`src/rtl/pc_fetch_stage_if.sv`:
```
// Fetch-stage bus bundle: instruction-memory handshake plus the IF/ID register
// handed to decode (stall flows back from decode).
interface pc_fetch_stage_if;
    logic        imem_req;
    logic [31:0] imem_addr;
    logic        imem_ready;
    logic [31:0] imem_rdata;
    logic        if_valid;
    logic [31:0] if_pc;
    logic [31:0] if_instr;
    logic        stall;

    modport master (
        output imem_req, imem_addr, if_valid, if_pc, if_instr,
        input  imem_ready, imem_rdata, stall
    );

    modport slave (
        input  imem_req, imem_addr, if_valid, if_pc, if_instr,
        output imem_ready, imem_rdata, stall
    );
endinterface

```
`src/rtl/pc_fetch_stage.sv`:
```
// Instruction-fetch stage: owns the PC, fetches with a ready handshake, buffers one
// word while decode stalls, and feeds the IF/ID register. Handles flush and halt/go.
module pc_fetch_stage #(
    parameter logic [31:0] RESET_PC = 32'h0000_0000,
    parameter int          CNT_W    = 32
) (
    input  logic             i_clk,
    input  logic             i_rst,
    pc_fetch_stage_if.master bus,
    output logic [31:0]      o_pc,
    input  logic [31:0]      i_pc_next,
    input  logic             i_flush,
    input  logic             i_halt,
    input  logic             i_go,
    output logic             o_halted,
    output logic [CNT_W-1:0] o_fetch_cnt
);
    localparam logic [1:0] S_FETCH = 2'd0;
    localparam logic [1:0] S_HOLD  = 2'd1;
    localparam logic [1:0] S_HALT  = 2'd2;
    localparam logic [CNT_W-1:0] CNT_ONE = {{(CNT_W-1){1'b0}}, 1'b1};

    logic [1:0]       r_state;
    logic [31:0]      r_pc;
    logic             r_if_valid;
    logic [31:0]      r_if_pc;
    logic [31:0]      r_if_instr;
    logic [31:0]      r_hold_pc;
    logic [31:0]      r_hold_instr;
    logic             r_halt_pend;
    logic [CNT_W-1:0] r_cnt;
    logic             w_accept;

    // An empty IF/ID always accepts, regardless of stall.
    assign w_accept = bus.imem_ready && (!bus.stall || !r_if_valid);

    always_ff @(posedge i_clk) begin
        if (i_rst) begin
            r_state      <= S_FETCH;
            r_pc         <= RESET_PC;
            r_if_valid   <= 1'b0;
            r_if_pc      <= 32'h0;
            r_if_instr   <= 32'h0;
            r_hold_pc    <= 32'h0;
            r_hold_instr <= 32'h0;
            r_halt_pend  <= 1'b0;
            r_cnt        <= '0;
        end else begin
            case (r_state)
                S_FETCH: begin
                    if (i_flush) begin
                        r_if_valid  <= 1'b0;
                        r_pc        <= i_pc_next;
                        r_halt_pend <= 1'b0;
                    end else if (w_accept) begin
                        r_if_pc    <= r_pc;
                        r_if_instr <= bus.imem_rdata;
                        r_if_valid <= 1'b1;
                        r_pc       <= i_pc_next;
                        r_cnt      <= r_cnt + CNT_ONE;
                        if (i_halt) r_state <= S_HALT;
                    end else if (bus.imem_ready) begin
                        r_hold_pc    <= r_pc;
                        r_hold_instr <= bus.imem_rdata;
                        r_pc         <= i_pc_next;
                        r_halt_pend  <= i_halt;
                        r_state      <= S_HOLD;
                    end else begin
                        if (!bus.stall) r_if_valid <= 1'b0;
                        if (i_halt) r_state <= S_HALT;
                    end
                end
                S_HOLD: begin
                    if (i_flush) begin
                        r_if_valid  <= 1'b0;
                        r_pc        <= i_pc_next;
                        r_halt_pend <= 1'b0;
                        r_state     <= S_FETCH;
                    end else if (!bus.stall) begin
                        r_if_pc     <= r_hold_pc;
                        r_if_instr  <= r_hold_instr;
                        r_if_valid  <= 1'b1;
                        r_cnt       <= r_cnt + CNT_ONE;
                        r_halt_pend <= 1'b0;
                        r_state     <= (i_halt || r_halt_pend) ? S_HALT : S_FETCH;
                    end else if (i_halt) begin
                        r_halt_pend <= 1'b1;
                    end
                end
                S_HALT: begin
                    // Flush only redirects the PC here; halt wins over go.
                    if (i_flush) r_pc <= i_pc_next;
                    if (!bus.stall) r_if_valid <= 1'b0;
                    if (i_go && !i_halt) r_state <= S_FETCH;
                end
                default: r_state <= S_FETCH;
            endcase
        end
    end

    assign bus.imem_req  = !i_rst && (r_state == S_FETCH);
    assign bus.imem_addr = r_pc;
    assign bus.if_valid  = r_if_valid;
    assign bus.if_pc     = r_if_pc;
    assign bus.if_instr  = r_if_instr;
    assign o_pc          = r_pc;
    assign o_halted      = (r_state == S_HALT);
    assign o_fetch_cnt   = r_cnt;
endmodule
```
`src/flat_wrapper.sv`:
```
// flat-port wrapper written by rule: the top's interface ports become plain ports
module pc_fetch_stage_flat 
#(
    parameter logic [31:0] RESET_PC = 32'h0000_0000,
    parameter int          CNT_W    = 32
)
  (i_clk, i_rst, o_pc, i_pc_next, i_flush, i_halt, i_go, o_halted, o_fetch_cnt, bus_imem_req, bus_imem_addr, bus_if_valid, bus_if_pc, bus_if_instr, bus_imem_ready, bus_imem_rdata, bus_stall);
  pc_fetch_stage_if bus_i ();
  input  logic i_clk;
  input  logic i_rst;
  output logic [31:0] o_pc;
  input  logic [31:0] i_pc_next;
  input  logic i_flush;
  input  logic i_halt;
  input  logic i_go;
  output logic o_halted;
  output logic [CNT_W-1:0] o_fetch_cnt;
  output wire logic [$bits(bus_i.imem_req)-1:0] bus_imem_req;
  output wire logic [$bits(bus_i.imem_addr)-1:0] bus_imem_addr;
  output wire logic [$bits(bus_i.if_valid)-1:0] bus_if_valid;
  output wire logic [$bits(bus_i.if_pc)-1:0] bus_if_pc;
  output wire logic [$bits(bus_i.if_instr)-1:0] bus_if_instr;
  input wire logic [$bits(bus_i.imem_ready)-1:0] bus_imem_ready;
  input wire logic [$bits(bus_i.imem_rdata)-1:0] bus_imem_rdata;
  input wire logic [$bits(bus_i.stall)-1:0] bus_stall;
  assign bus_imem_req = bus_i.imem_req;
  assign bus_imem_addr = bus_i.imem_addr;
  assign bus_if_valid = bus_i.if_valid;
  assign bus_if_pc = bus_i.if_pc;
  assign bus_if_instr = bus_i.if_instr;
  assign bus_i.imem_ready = bus_imem_ready;
  assign bus_i.imem_rdata = bus_imem_rdata;
  assign bus_i.stall = bus_stall;
  pc_fetch_stage #(.RESET_PC(RESET_PC), .CNT_W(CNT_W)) u_core (.i_clk(i_clk), .i_rst(i_rst), .bus(bus_i), .o_pc(o_pc), .i_pc_next(i_pc_next), .i_flush(i_flush), .i_halt(i_halt), .i_go(i_go), .o_halted(o_halted), .o_fetch_cnt(o_fetch_cnt));
endmodule
```
`config.mk`:
```
export PLATFORM = sky130hd
export DESIGN_NAME = pc_fetch_stage_flat
export DESIGN_NICKNAME = d
export VERILOG_FILES = /design/src/rtl/pc_fetch_stage_if.sv /design/src/rtl/pc_fetch_stage.sv /design/src/flat_wrapper.sv
export SDC_FILE = /design/constraint.sdc
export NUM_CORES = 1
export LEC_CHECK = 0
export ABC_AREA = 1
export CELL_PAD_IN_SITES_DETAIL_PLACEMENT = 0
export CELL_PAD_IN_SITES_GLOBAL_PLACEMENT = 1
export CORE_ASPECT_RATIO = 1.75
export CORE_UTILIZATION = 30
export CTS_BUF_LIST = sky130_fd_sc_hd__clkbuf_4 sky130_fd_sc_hd__clkbuf_8 sky130_fd_sc_hd__clkbuf_16
export CTS_CLUSTER_SIZE = 30
export DETAILED_ROUTE_END_ITERATION = 7
export PLACE_DENSITY = 0.7
export SLEW_MARGIN = 20
export SYNTH_ARGS = -nofsm -noshare
export SYNTH_HDL_FRONTEND = slang
export SYNTH_SLANG_ARGS = --single-unit
```
`constraint.sdc`:
```
create_clock -name i_clk -period 5.1 [get_ports i_clk]
set_input_delay 0.765 -clock i_clk [delete_from_list [all_inputs] [get_ports i_clk]]
set_output_delay 0.765 -clock i_clk [all_outputs]
set_load 0.01 [all_outputs]
```
==> key figures <==
Global route
  • Pin count of the biggest net entering global routing: 116
  • Vias in the first global route: 7155
  • First-pass GRT wire length: just under 40000 um
  • Initial antenna violation count: 1
  • Global-route total usage across every layer: 0.176
  • Remaining Overflow, GRT: 0

Logic synthesis
  • Warnings, synthesis: 0
  • Compound-cell area share of the yosys netlist: 0.212
  • Dominant cell type by area after synthesis: dfxtp_1
  • Most frequent cell after synthesis: o21ai_0
  • Cell count after synthesis: 1154
  • Post-synth ARST share: 0
  • Mapped Avg Cell Area: 7.25 um^2
  • Count of different cell masters after synthesis: 30
  • Adder and majority gate portion of the synthesized area: 0.00897
  • Synthesized cell area: between 8000 and 9000 um^2
  • Count of flip-flops with a built-in enable after synthesis: 0
  • Seq/Total Area, Yosys: 0.469
  • Leading cell types by total area after synthesis: dfxtp_1, o21ai_0, nor2_1, nand2_1, a21oi_1
  • Dominant synthesized flop cell: dfxtp_1
  • Number of storage elements in the synthesis netlist: slightly below 200
  • Top cell types by occurrence after synthesis: o21ai_0, nor2_1, dfxtp_1, nand2_1, a21oi_1
  • Fraction of post-synthesis cell area in the top cell type by area: 0.469
  • Dominant combinational cell family by area after synthesis: compound AO/OA/AOI/OAI gates
  • Simple-gate share of the synthesized area: 0.199
  • Parity-gate share of the synthesized area counting xor and xnor cells: 0.00419
  • Multiplexer share of the synthesized area: 0
  • Post-Syn Nets: between 1000 and 1500

Clocking
  • Cts repair resizes: 0
  • Hold buffer count at CTS: 0
  • Worst-Skew Late Latency: about 450 ps
  • Buffer depth of the longest clock path: 2
  • H-tree depth: 4
  • Number of post-CTS setup repair buffers: 0
  • Library cell used as clock root buffer: clkbuf_16
  • Clk slew on worst S/H paths: ~70 ps
  • CTS tree: done
  • TritonCTS buffer count: 17
  • Number of sinks on the clock net: ~200

Timing
  • Fin worst setup slack: roughly 1900 ps
  • Number of pins with negative max-slew slack in the final report: 0
  • Worst-case headroom to the max-slew limit: 0.319
  • Number of failing hold endpoints at the final stage: 0
  • Final cycle utilization of the critical path: 0.627
  • Setup skew after layout: 7.95 ps
  • Timing-limited maximum frequency: between 300 and 400 MHz
  • Setup violations, final: 0
  • Worst slew pin tran: between 1000 and 1500 ps
  • Min Tclk post-route: approximately 3200 ps
  • RSZ-0062 raised after global routing: false
  • Setup_tns: 0 ps

Route
  • Iteration-0 DRC Markers: ~320
  • Detail-routed net length per standard cell: 14.5 um
  • Detail-routed via count per cell: ~4.6
  • Via Count: ~7700
  • Routed Antenna Nets: 0
  • Total wire length after detailed routing: 24600 um
  • Count of TritonRoute iterations in the first routing pass: 4
  • DRC: 0

Floorplanning
  • DIE HEIGHT: roughly 220 um
  • Standard-cell rows: 80
  • Core Box Area: around 27000 um^2
  • Die area: around 29000 um^2
  • Die Width: between 100 and 150 um
  • Starting Density: 0.306
  • Number of I/O pins: around 230

Finish
  • Fraction of final layout cells with drive strength greater than 1: 0.0385
  • Number of antenna diodes: 0
  • Final std cell area, no fill: 11300 um^2
  • Synthesis-to-layout area growth: 34.4%
  • Post-route core utilization: 0.412
  • Count of fill cells added during filler insertion: approximately 2900
  • Number of nets in the final layout: between 1000 and 1500

Pwr
  • Combinational group share of total power: 0.182
  • Leakage Power: 4.35 nW
  • Sequential share of power: 0.458
  • Worst-case vdd ir drop: 0.245 mV
  • Net switching component of the power: slightly above 1 mW
  • Power per Cell Area: approximately 330 nW/um^2
  • Clock Power Share: 0.360
  • Net Sw Frac: 0.277
  • Internal power consumption: 2.68 mW

Worst setup path
  • Kind of critical path: in -> out
  • Worst-path cell chain: clkdlybuf4s50_1 > nor2_1 > clkdlybuf4s50_1
  • Kind of capture point of the worst setup path: output pin
  • Crit start category: input port
  • Critical path fanouts, max: 13
  • FF-to-FF path depth: 9
  • Cell type with the highest occurrence count on the critical path: clkdlybuf4s50_1
  • Data required, critical path: between 4000 and 5000 ps
  • Data arrival time of the critical path: between 2000 and 2500 ps
  • Biggest cell delay along the critical path: ~800 ps
  • Slowest-stage cell, CP: clkdlybuf4s50_1

Placed design
  • Routability congestion estimate from global placement: around 0.8
  • Half-perimeter wire length of the detailed placement result: about 17000 um
  • Quantity of I/O buffers inserted on ports: around 230
  • Area after detailed placement: between 10000 and 15000 um^2
  • Worst slack at placement: 1660 ps

Run status
  • Outcome: complete, no violations

Min path
  • Path class of the lowest-slack min-delay path: reg -> reg
  • Worst Hold Path Cells: 2

Run
  • Number of maximum-capacitance constraint violations: 0
[worst paths after layout]
kind                 startpoint                 endpoint  slack, ps
max reg2reg   u_core.r_state[1]  u_core.bus.if_instr[22]       2000
min reg2reg  u_core.r_halt_pend       u_core.r_halt_pend        460
min          u_core.r_halt_pend       u_core.r_halt_pend        460
max                       i_rst             bus_imem_req       1900
[state kept, by name (all words and copies together) (netlist names)]
signal                flops
u_core.r_hold_instr      32
u_core.r_state            2
u_core.r_hold_pc         32
u_core.bus.imem_addr     32
u_core.o_fetch_cnt       32
u_core.bus.if_pc         32
u_core.bus.if_valid       1
u_core.bus.if_instr      32
u_core.r_halt_pend        1
[stage by stage]
| step | hold slack [ps] | std cells | total power, mW |
|---|---|---|---|
| 2_1_floorplan | 421 | 1154 | 2.08 |
| 3_3_place_gp | 435 | 1661 | 2.42 |
| 3_5_place_dp | 439 | 1661 | 2.42 |
| 4_1_cts | 450 | 1693 | 3.77 |
| 6_report | 455 | 1693 | 3.71 |
| 5_1_grt | 493 | 1693 | 3.89 |
[cells in the final DEF, fill, tap and decap left out, types with 10 or more instances in the layout]
cell,instances
a21oi_1,110
clkbuf_16,17
clkdlybuf4s50_1,233
dfxtp_1,196
inv_1,88
nand2_1,154
nand3_1,38
nor2_1,202
o21ai_0,209
o21ai_1,10
[kinds of logic after synthesis]
kind of cell / Yosys count
flip-flops: 196
AO/OA/AOI/OAI: 343
buffers and inverters: 194
adder cells (fa/ha/maj): 6
XOR/XNOR: 4
AND/OR/NAND/NOR: 411
[layer usage]
layer	part of all wire	vias up	GRT usage
met3	0.051	32	0.0441
li1	-	4027	-
met2	0.52	180	0.312
met1	0.41	3473	0.194
met4	0.023	2	0.0812
met5	0.00053	-	0
[critical path: cells and delay by family]
kind | cells | cell delay [ps]
buf+inv | 2 | 1390
simple gates | 1 | 270
[power by group through the flow]
stage / combinational [mW] / sequential, mW / clock, mW
after floorplan: 0.312 / 1.76 / 0
after detailed placement: 0.687 / 1.73 / 0
final: 0.676 / 1.70 / 1.34
after global placement: 0.686 / 1.73 / 0
after global routing: 0.743 / 1.71 / 1.44
after CTS: 0.690 / 1.70 / 1.38
[area by class of cell]
| type | instances | area (um^2) | share of cell area |
|---|---|---|---|
| flip-flops and latches | 196 | 3920 | 0.349 |
| multi-input cells | 764 | 3560 | 0.317 |
| repair buffers | 240 | 2380 | 0.212 |
| clock buffers | 21 | 468 | 0.0416 |
| well taps | 369 | 462 | 0.0410 |
| inverters | 92 | 349 | 0.0310 |
| clock inverters | 11 | 101 | 0.00901 |
Note: power is estimated with default switching activity, not from simulation.
